--- src/rtl/core_dispatch_scoreboard.sv ---
// rtl/core_dispatch_scoreboard.sv - N-wide in-order dispatch gate with registered register scoreboard
// Issues the longest hazard-free prefix of slots and tracks in-flight destinations until owner writeback.
module core_dispatch_scoreboard #(
  parameter int                 ISSUE_WIDTH = 2,
  parameter int                 NUM_REGS    = 16,
  parameter int                 NUM_EUS     = 4,
  parameter logic [NUM_EUS-1:0] SHARED_EUS  = 'b1100,
  parameter int                 STALL_W     = 16,
  localparam int                RW          = $clog2(NUM_REGS)
) (
  input  logic                           clk,
  input  logic                           rst_n,
  input  logic [ISSUE_WIDTH-1:0]         slot_valid,
  input  logic [ISSUE_WIDTH-1:0]         slot_execute,
  input  logic [ISSUE_WIDTH-1:0]         slot_uses_ra,
  input  logic [ISSUE_WIDTH-1:0]         slot_uses_rb,
  input  logic [ISSUE_WIDTH-1:0]         slot_wb,
  input  logic [ISSUE_WIDTH*RW-1:0]      slot_ra,
  input  logic [ISSUE_WIDTH*RW-1:0]      slot_rb,
  input  logic [ISSUE_WIDTH*RW-1:0]      slot_rd,
  input  logic [ISSUE_WIDTH*NUM_EUS-1:0] slot_eu,
  input  logic [NUM_EUS-1:0]             eu_ready,
  input  logic [NUM_EUS-1:0]             wb_valid,
  input  logic [NUM_EUS*RW-1:0]          wb_rd,
  input  logic                           branch_stall,
  output logic [ISSUE_WIDTH-1:0]         dispatch,
  output logic [NUM_REGS-1:0]            busy_mask,
  output logic [STALL_W-1:0]             stall_count
);

  localparam int EW = (NUM_EUS > 1) ? $clog2(NUM_EUS) : 1;

  logic [NUM_REGS-1:0] busy_q, busy_d;
  logic [EW-1:0]       owner_q [NUM_REGS];
  logic [EW-1:0]       owner_d [NUM_REGS];
  logic [STALL_W-1:0]  stall_q;
  logic [ISSUE_WIDTH-1:0] disp;

  logic               chain, hazard, live_j;
  logic [NUM_EUS-1:0] taken, eu_i;
  logic [RW-1:0]      ra_i, rb_i, rd_i, rd_j;

  // chain carries the prefix: once a slot is blocked no younger slot may issue
  always_comb begin
    disp   = '0;
    chain  = rst_n && !branch_stall;
    taken  = '0;
    hazard = 1'b0;
    live_j = 1'b0;
    eu_i   = '0;
    ra_i   = '0;
    rb_i   = '0;
    rd_i   = '0;
    rd_j   = '0;
    for (int i = 0; i < ISSUE_WIDTH; i++) begin
      ra_i   = slot_ra[i*RW +: RW];
      rb_i   = slot_rb[i*RW +: RW];
      rd_i   = slot_rd[i*RW +: RW];
      eu_i   = slot_eu[i*NUM_EUS +: NUM_EUS];
      hazard = !$onehot(eu_i) || ((eu_i & eu_ready) == '0) ||
               ((eu_i & SHARED_EUS & taken) != '0);
      if (slot_uses_ra[i] && busy_q[ra_i]) hazard = 1'b1;
      if (slot_uses_rb[i] && busy_q[rb_i]) hazard = 1'b1;
      if (slot_wb[i] && busy_q[rd_i])      hazard = 1'b1;
      for (int j = 0; j < ISSUE_WIDTH; j++) begin
        rd_j   = slot_rd[j*RW +: RW];
        live_j = (j < i) && slot_valid[j] && slot_execute[j] && slot_wb[j];
        if (live_j && slot_uses_ra[i] && (rd_j == ra_i)) hazard = 1'b1;
        if (live_j && slot_uses_rb[i] && (rd_j == rb_i)) hazard = 1'b1;
        if (live_j && slot_wb[i] && (rd_j == rd_i))      hazard = 1'b1;
      end
      if (!slot_valid[i] || !slot_execute[i]) hazard = 1'b0;
      chain   = chain && !hazard;
      disp[i] = chain;
      if (chain && slot_valid[i] && slot_execute[i]) taken = taken | eu_i;
    end
  end

  // clears are applied before sets so a same-cycle re-dispatch keeps the register busy
  always_comb begin
    busy_d  = busy_q;
    owner_d = owner_q;
    for (int e = 0; e < NUM_EUS; e++) begin
      if (wb_valid[e] && (owner_q[wb_rd[e*RW +: RW]] == EW'(e)))
        busy_d[wb_rd[e*RW +: RW]] = 1'b0;
    end
    for (int i = 0; i < ISSUE_WIDTH; i++) begin
      if (disp[i] && slot_valid[i] && slot_execute[i] && slot_wb[i]) begin
        busy_d[slot_rd[i*RW +: RW]] = 1'b1;
        for (int e = 0; e < NUM_EUS; e++) begin
          if (slot_eu[i*NUM_EUS + e]) owner_d[slot_rd[i*RW +: RW]] = EW'(e);
        end
      end
    end
  end

  always_ff @(posedge clk or negedge rst_n) begin
    if (!rst_n) begin
      busy_q  <= '0;
      stall_q <= '0;
      for (int r = 0; r < NUM_REGS; r++) owner_q[r] <= '0;
    end else begin
      busy_q <= busy_d;
      for (int r = 0; r < NUM_REGS; r++) owner_q[r] <= owner_d[r];
      if (slot_valid[0] && !disp[0] && (stall_q != '1))
        stall_q <= stall_q + 1'b1;
    end
  end

  assign dispatch    = disp;
  assign busy_mask   = busy_q;
  assign stall_count = stall_q;

endmodule

--- config.mk ---
export PLATFORM = sky130hd
export DESIGN_NAME = core_dispatch_scoreboard
export DESIGN_NICKNAME = d
export VERILOG_FILES = /design/src/rtl/core_dispatch_scoreboard.sv
export SDC_FILE = /design/constraint.sdc
export NUM_CORES = 1
export LEC_CHECK = 0
export CAP_MARGIN = 20
export CORE_MARGIN = 8
export CORE_UTILIZATION = 45
export DETAILED_ROUTE_END_ITERATION = 8
export GPL_TIMING_DRIVEN = 0
export HOLD_SLACK_MARGIN = 0.03
export PLACE_DENSITY_LB_ADDON = 0.12
export SLEW_MARGIN = 20
export SYNTH_ARGS = -nofsm -noshare
export SYNTH_HDL_FRONTEND = slang
export SYNTH_SLANG_ARGS = --single-unit
--- constraint.sdc ---
create_clock -name clk -period 4.2 [get_ports clk]
set_clock_uncertainty 0.15 [all_clocks]
set_input_delay 0.84 -clock clk [delete_from_list [all_inputs] [get_ports clk]]
set_output_delay 0.84 -clock clk [all_outputs]
set_load 0.02 [all_outputs]
Yosys cells after proc, flatten, opt, wreduce, memory -nomap -nowiden
Index checks and enable logic that the tools add are counted.

word-level totals
  register bits = 64
  latch bits = 0
  RAM bits = 0
  memory bits (read-only) = 0
  input bits = 69
  output and inout port bits = 34
  word-level logic and storage cells = 225
  memories = 0

operators by class
  $add $sub $neg = 7
  multipliers = 0
  div/mod/pow operators = 0
  order comparisons = 24
  equality and inequality tests = 9
  shift-type cells = 0
  mux-type cells = 74
  bitwise operators = 37
  reduce and logical (&&, ||, !) cells = 56

operators with widths
  cell                   count
  $mux 32                16
  $and 16x16->16         8
  $not 16->16            8
  $mux 16                6
  $or 16x16->16          6
  $and 32x32->32         2
  $not 32->32            2
  $or 32x32->32          2
  $lt 4x5->1 const B     10
  $logic_and 1x1->1      37
  $bmux 2 s4             4
  $ge 5x5->1 const B     6
  $not 4->5              6
  $bmux 1 s4             6
  $demux 1 s4            6
  $ge 4x1->1 const B     6
  $mux 1                 23
  $mux 2                 10
  $add 16x1->16 const B  1
  $demux 2 s4            2
  $ne 16x16->1 const B   1
  $and 4x4->4            3
  $eq 4x4->1             3
  $logic_not 1->1        10
  11 further kinds       23

Depth between registers and ports, before layout
  depth in word-level cells = 39
  gate-level depth with buffers = 15
  depth with buffers taken out = 13

Worst setup path before layout
OpenSTA, ideal clock, no wires.

  kind = input to output
  from = in slot_eu[4]
  to = out dispatch[1]
  arrival = 2996 ps
  setup slack = 214 ps
  cell stages on the path = 10
  path through = inv_1 fa_1 inv_1 ha_1 ha_1 nor4b_1 nand3_2 or3_1 a31oi_1 buf_4

on the way
  cells in the longest elaborated chain, start to end = 15
  elaborated cells on any way between the ends = 17

RTL lines
  element                            line  source
  start, declared                    21    input logic [ISSUE_WIDTH*NUM_EUS-1:0] slot_eu,
  $add 1x1->2 (implied by the code)  60    hazard = !$onehot(eu_i) || ((eu_i & eu_ready) == '0) ||
  $add 2x2->3 (implied by the code)  60
  $eq 3x1->1                         60
  $logic_not 1->1                    60
  $logic_or 1x1->1 * (2 in series)   60
  $mux 1 *                           62    if (slot_uses_ra[i] && busy_q[ra_i]) hazard = 1'b1;
  $mux 1 *                           63    if (slot_uses_rb[i] && busy_q[rb_i]) hazard = 1'b1;
  $mux 1 *                           64    if (slot_wb[i] && busy_q[rd_i]) hazard = 1'b1;
  $mux 1 *                           68    if (live_j && slot_uses_ra[i] && (rd_j == ra_i)) hazard = 1'b1;
  $mux 1 *                           69    if (live_j && slot_uses_rb[i] && (rd_j == rb_i)) hazard = 1'b1;
  $mux 1 *                           70    if (live_j && slot_wb[i] && (rd_j == rd_i)) hazard = 1'b1;
  $mux 1 *                           72    if (!slot_valid[i] || !slot_execute[i]) hazard = 1'b0;
  $logic_not 1->1 *                  73    chain = chain && !hazard;
  $logic_and 1x1->1 *                73
  end, declared                      26    output logic [ISSUE_WIDTH-1:0] dispatch,

Mark *: on every way between the ends. The rest lies on a longest branch, timed or not.

Final worst setup path
  from = in slot_eu[3]
  to = out dispatch[1]

on the way
  cells in the longest elaborated chain, start to end = 26
  elaborated cells on any way between the ends = 28

RTL lines
  element                            line
  $add 1x1->2 (implied by the code)  60
  $add 2x2->3 (implied by the code)  60
  $eq 3x1->1                         60
  $logic_not 1->1                    60
  $logic_or 1x1->1                   60
  $mux 1                             62
  $mux 1                             63
  $mux 1                             64
  [... 10 more ...]                  n/a
  $mux 1                             63
  $mux 1                             64
  $mux 1                             68
  $mux 1                             69
  $mux 1                             70
  $mux 1                             72
  $logic_not 1->1                    73
  $logic_and 1x1->1 *                73

Marks and branches as above.

==> impl_metrics.tcl <==
set metrics [dict create \
    status "finished, final reports clean" \
    p_leak_nw 2.76 \
    hold_path.class "primary input to async pin" \
    track_usage_pct 28.6 \
    avgSynthCellArea_sq_um 8.28 \
    crit_required_ps 3210 \
    num_vias 6781 \
    io_buffers 90 \
    cap_viol_max_count 0 \
    dieArea_sq_um 17000 \
    synth_area_leader_cell "dfrtp_1" \
    setup_viol 0 \
    design.core.area_sq_um 13000 \
    use_met2_pct 45.6 \
    antenna_found_initial 0 \
    hold_slack_ps 294 \
    synth_edf_count 0 \
    ys_warn_count 0 \
    ctsRootBufferMaster "clkbuf_16" \
    p_switching_mw 0.738 \
    internal-power_mw 1.51 \
    wl_per_cell_um 24.5 \
    crit_path_start_kind "primary input" \
    via_per_inst 6.77 \
    finalNetCount 897 \
    dr.pass1.iters 6 \
    final.setup.tns_ps 0 \
    synthArstFlopShare_pct 100 \
    worstPathArrival_ps 3110 \
    fmax_mhz 244 \
    worstSetupEndpointType "output port" \
    top_usage_layer "met2" \
    cts_htree_levels 3 \
    crit_fanout 5 \
    die_w_um 130 \
    power_frac_seq_pct 34.9 \
    syn_inst 712 \
    synth_ff_type "dfrtp_1" \
    grt_overflow_total 0 \
    slew_violations 0 \
    synth_most_common_cell "nand2_1" \
    p_clk_share_pct 36.3 \
    sw_frac_of_total_pct 32.8 \
    power_density_nw_per_um2 298 \
    synthTopCellsByArea "dfrtp_1 27%, mux4_2 6.5%, nand2_1 4.9%" \
    netlist_top_cells_count "77 x nand2_1, 64 x dfrtp_1, 50 x nor3_1" \
    grt_pass1_vias 6323 \
    finalCriticalPeriod_ps 4100 \
    use_met1_pct 38.8 \
    drt_first_iter_violations 785 \
    hold_viol 0 \
    hpwl_um 18700 \
    yosys.area.top_type_share_pct 27.2 \
    placedCellCount 979 \
    cts_buffers 9 \
    timing.final.ws_setup_ps 96.3 \
    drive_above_1_share_pct 13.7 \
    peakVddDrop_v 0.000395 \
    power_mw 2.25 \
    clkTransAtPathRegs_ps 60 \
    routabilityCongestion 0.969 \
    ios 103 \
    antenna_cells 0 \
    drc 0 \
    start_util_pct 45.2 \
    area_delta_synth_final_pct 28.3 \
    num_rows 42 \
    cts_buffer_depth 2 \
    ant_nets 0 \
    place_ws_ps -1300 \
    ys_ff_latch 64 \
    cts_tree "done" \
    syn_area_sq_um 5900 \
    path_class "primary input to output port" \
    fin_cells 1002 \
    syn-num-nets 788 \
    slew_headroom_pct 19.5 \
    hold_buffers 0 \
    grt_max_degree 35 \
    fin_crit_sh_pct 97.7 \
    worst_slew_pin_slew_ps 1190 \
    clock_sinks 64 \
    wl_um 24500 \
    ys_seq_area_share_pct 27.2 \
    use_met3_pct 4.30 \
    power_frac_comb_pct 28.8 \
    die_h_um 130 \
    grt_pass1_wl_um 37000 \
    clk_latency_ps 330 \
    synth_cell_type_count 66 \
]
per-stage QoR:
step                cell area, sq um  utilization, %
floorplan                       5900               -
CTS                             7520            57.7
finish                          7570            58.1
detailed placement              7060            54.1
global route                    7570            58.1
global placement                7020            53.8
routing by layer:
metal | wire [um] | vias to the layer above | part of all wire [%]
li1 | - | 2964 | -
met1 | 10300 | 3304 | 42
met2 | 11100 | 433 | 45
met3 | 2170 | 80 | 8.8
met4 | 986 | 0 | 4.0
met5 | 0 | - | 0
sequential cells by signal, indices dropped and copies added (netlist names):
name / flops
stall_count: 16
owner_q: 32
busy_mask: 16
power groups by stage:
| stage | Sequential (mW) | Clock, mW | Combinational, mW |
|---|---|---|---|
| 6_report | 0.786 | 0.818 | 0.649 |
| 5_1_grt | 0.792 | 0.849 | 0.697 |
| 4_1_cts | 0.782 | 0.821 | 0.633 |
| 3_5_place_dp | 0.792 | 0 | 0.605 |
| 3_3_place_gp | 0.790 | 0 | 0.592 |
| 2_1_floorplan | 0.798 | 0 | 0.303 |
path summary, 6_finish.rpt:
kind | startpoint | slack (ps) | cells past startpoint | endpoint
max | slot_eu[3] | 100 | 13 | dispatch[1]
min | rst_n | 290 | 1 | stall_count[10]
max reg2reg | busy_mask[3] | 560 | 8 | owner_q[6]
min reg2reg | stall_count[11] | 340 | 1 | stall_count[11]
max in group asynchronous | rst_n | 3090 | 2 | owner_q[24]
min in group clk | stall_count[11] | 340 | 1 | stall_count[11]
cell families after synthesis:
group	count (synthesis)	synth area share [%]
simple gates	327	29.5
compound gates	180	21.4
buf+inv	66	4.65
flops	64	27.2
mux	42	11.7
xor+xnor	26	3.86
fa+ha+maj	7	1.74
cell type report:
type | count | area [sq um]
multi-input combinational | 582 | 4170
buffer | 39 | 179
sequential | 64 | 1600
tap | 176 | 220
timing repair buffer | 99 | 970
clock inverter | 6 | 91.3
clock buffer | 10 | 239
inverter | 26 | 100
fill | 1221 | 5460
cells in the final DEF, fill, tap and decap left out, types with 12 or more instances in the layout:
| master | Yosys | routed |
|---|---|---|
| xnor2_1 | 13 | 13 |
| or2_2 | 18 | 18 |
| o22ai_1 | 33 | 33 |
| clkbuf_1 | 29 | 28 |
| nand3_1 | 43 | 43 |
| inv_1 | 25 | 22 |
| mux2i_1 | 16 | 16 |
| o21ai_0 | 15 | 15 |
| xor2_1 | 13 | 13 |
| nand3b_1 | 12 | 12 |
| nand2b_1 | 12 | 12 |
| mux4_2 | 17 | 17 |
| a21oi_1 | 25 | 25 |
| dfrtp_1 | 64 | 64 |
| nand4_1 | 12 | 12 |
| nand2_1 | 77 | 77 |
| nor2b_1 | 15 | 15 |
| nor3_1 | 50 | 49 |
| a22oi_1 | 33 | 33 |
| clkdlybuf4s50_1 | 0 | 81 |
| nor2_1 | 43 | 42 |
timing repair:
item	4_1_cts	5_1_grt
pin swaps	7	6
resized for setup	48	14
setup buffers	7	1
endpoints found under the setup margin	60	25
critical path, stage by stage:
cell and delay (ps):
buf_6 90, inv_4 40, fa_1 530, inv_1 40
ha_2 170, ha_4 210, nor2_2 120, o2111ai_4 180
a41oi_4 290, a32oi_4 190, a31oi_1 180, buf_4 130
buf_6 110
No activity file was read; power rests on OpenSTA's default activity.
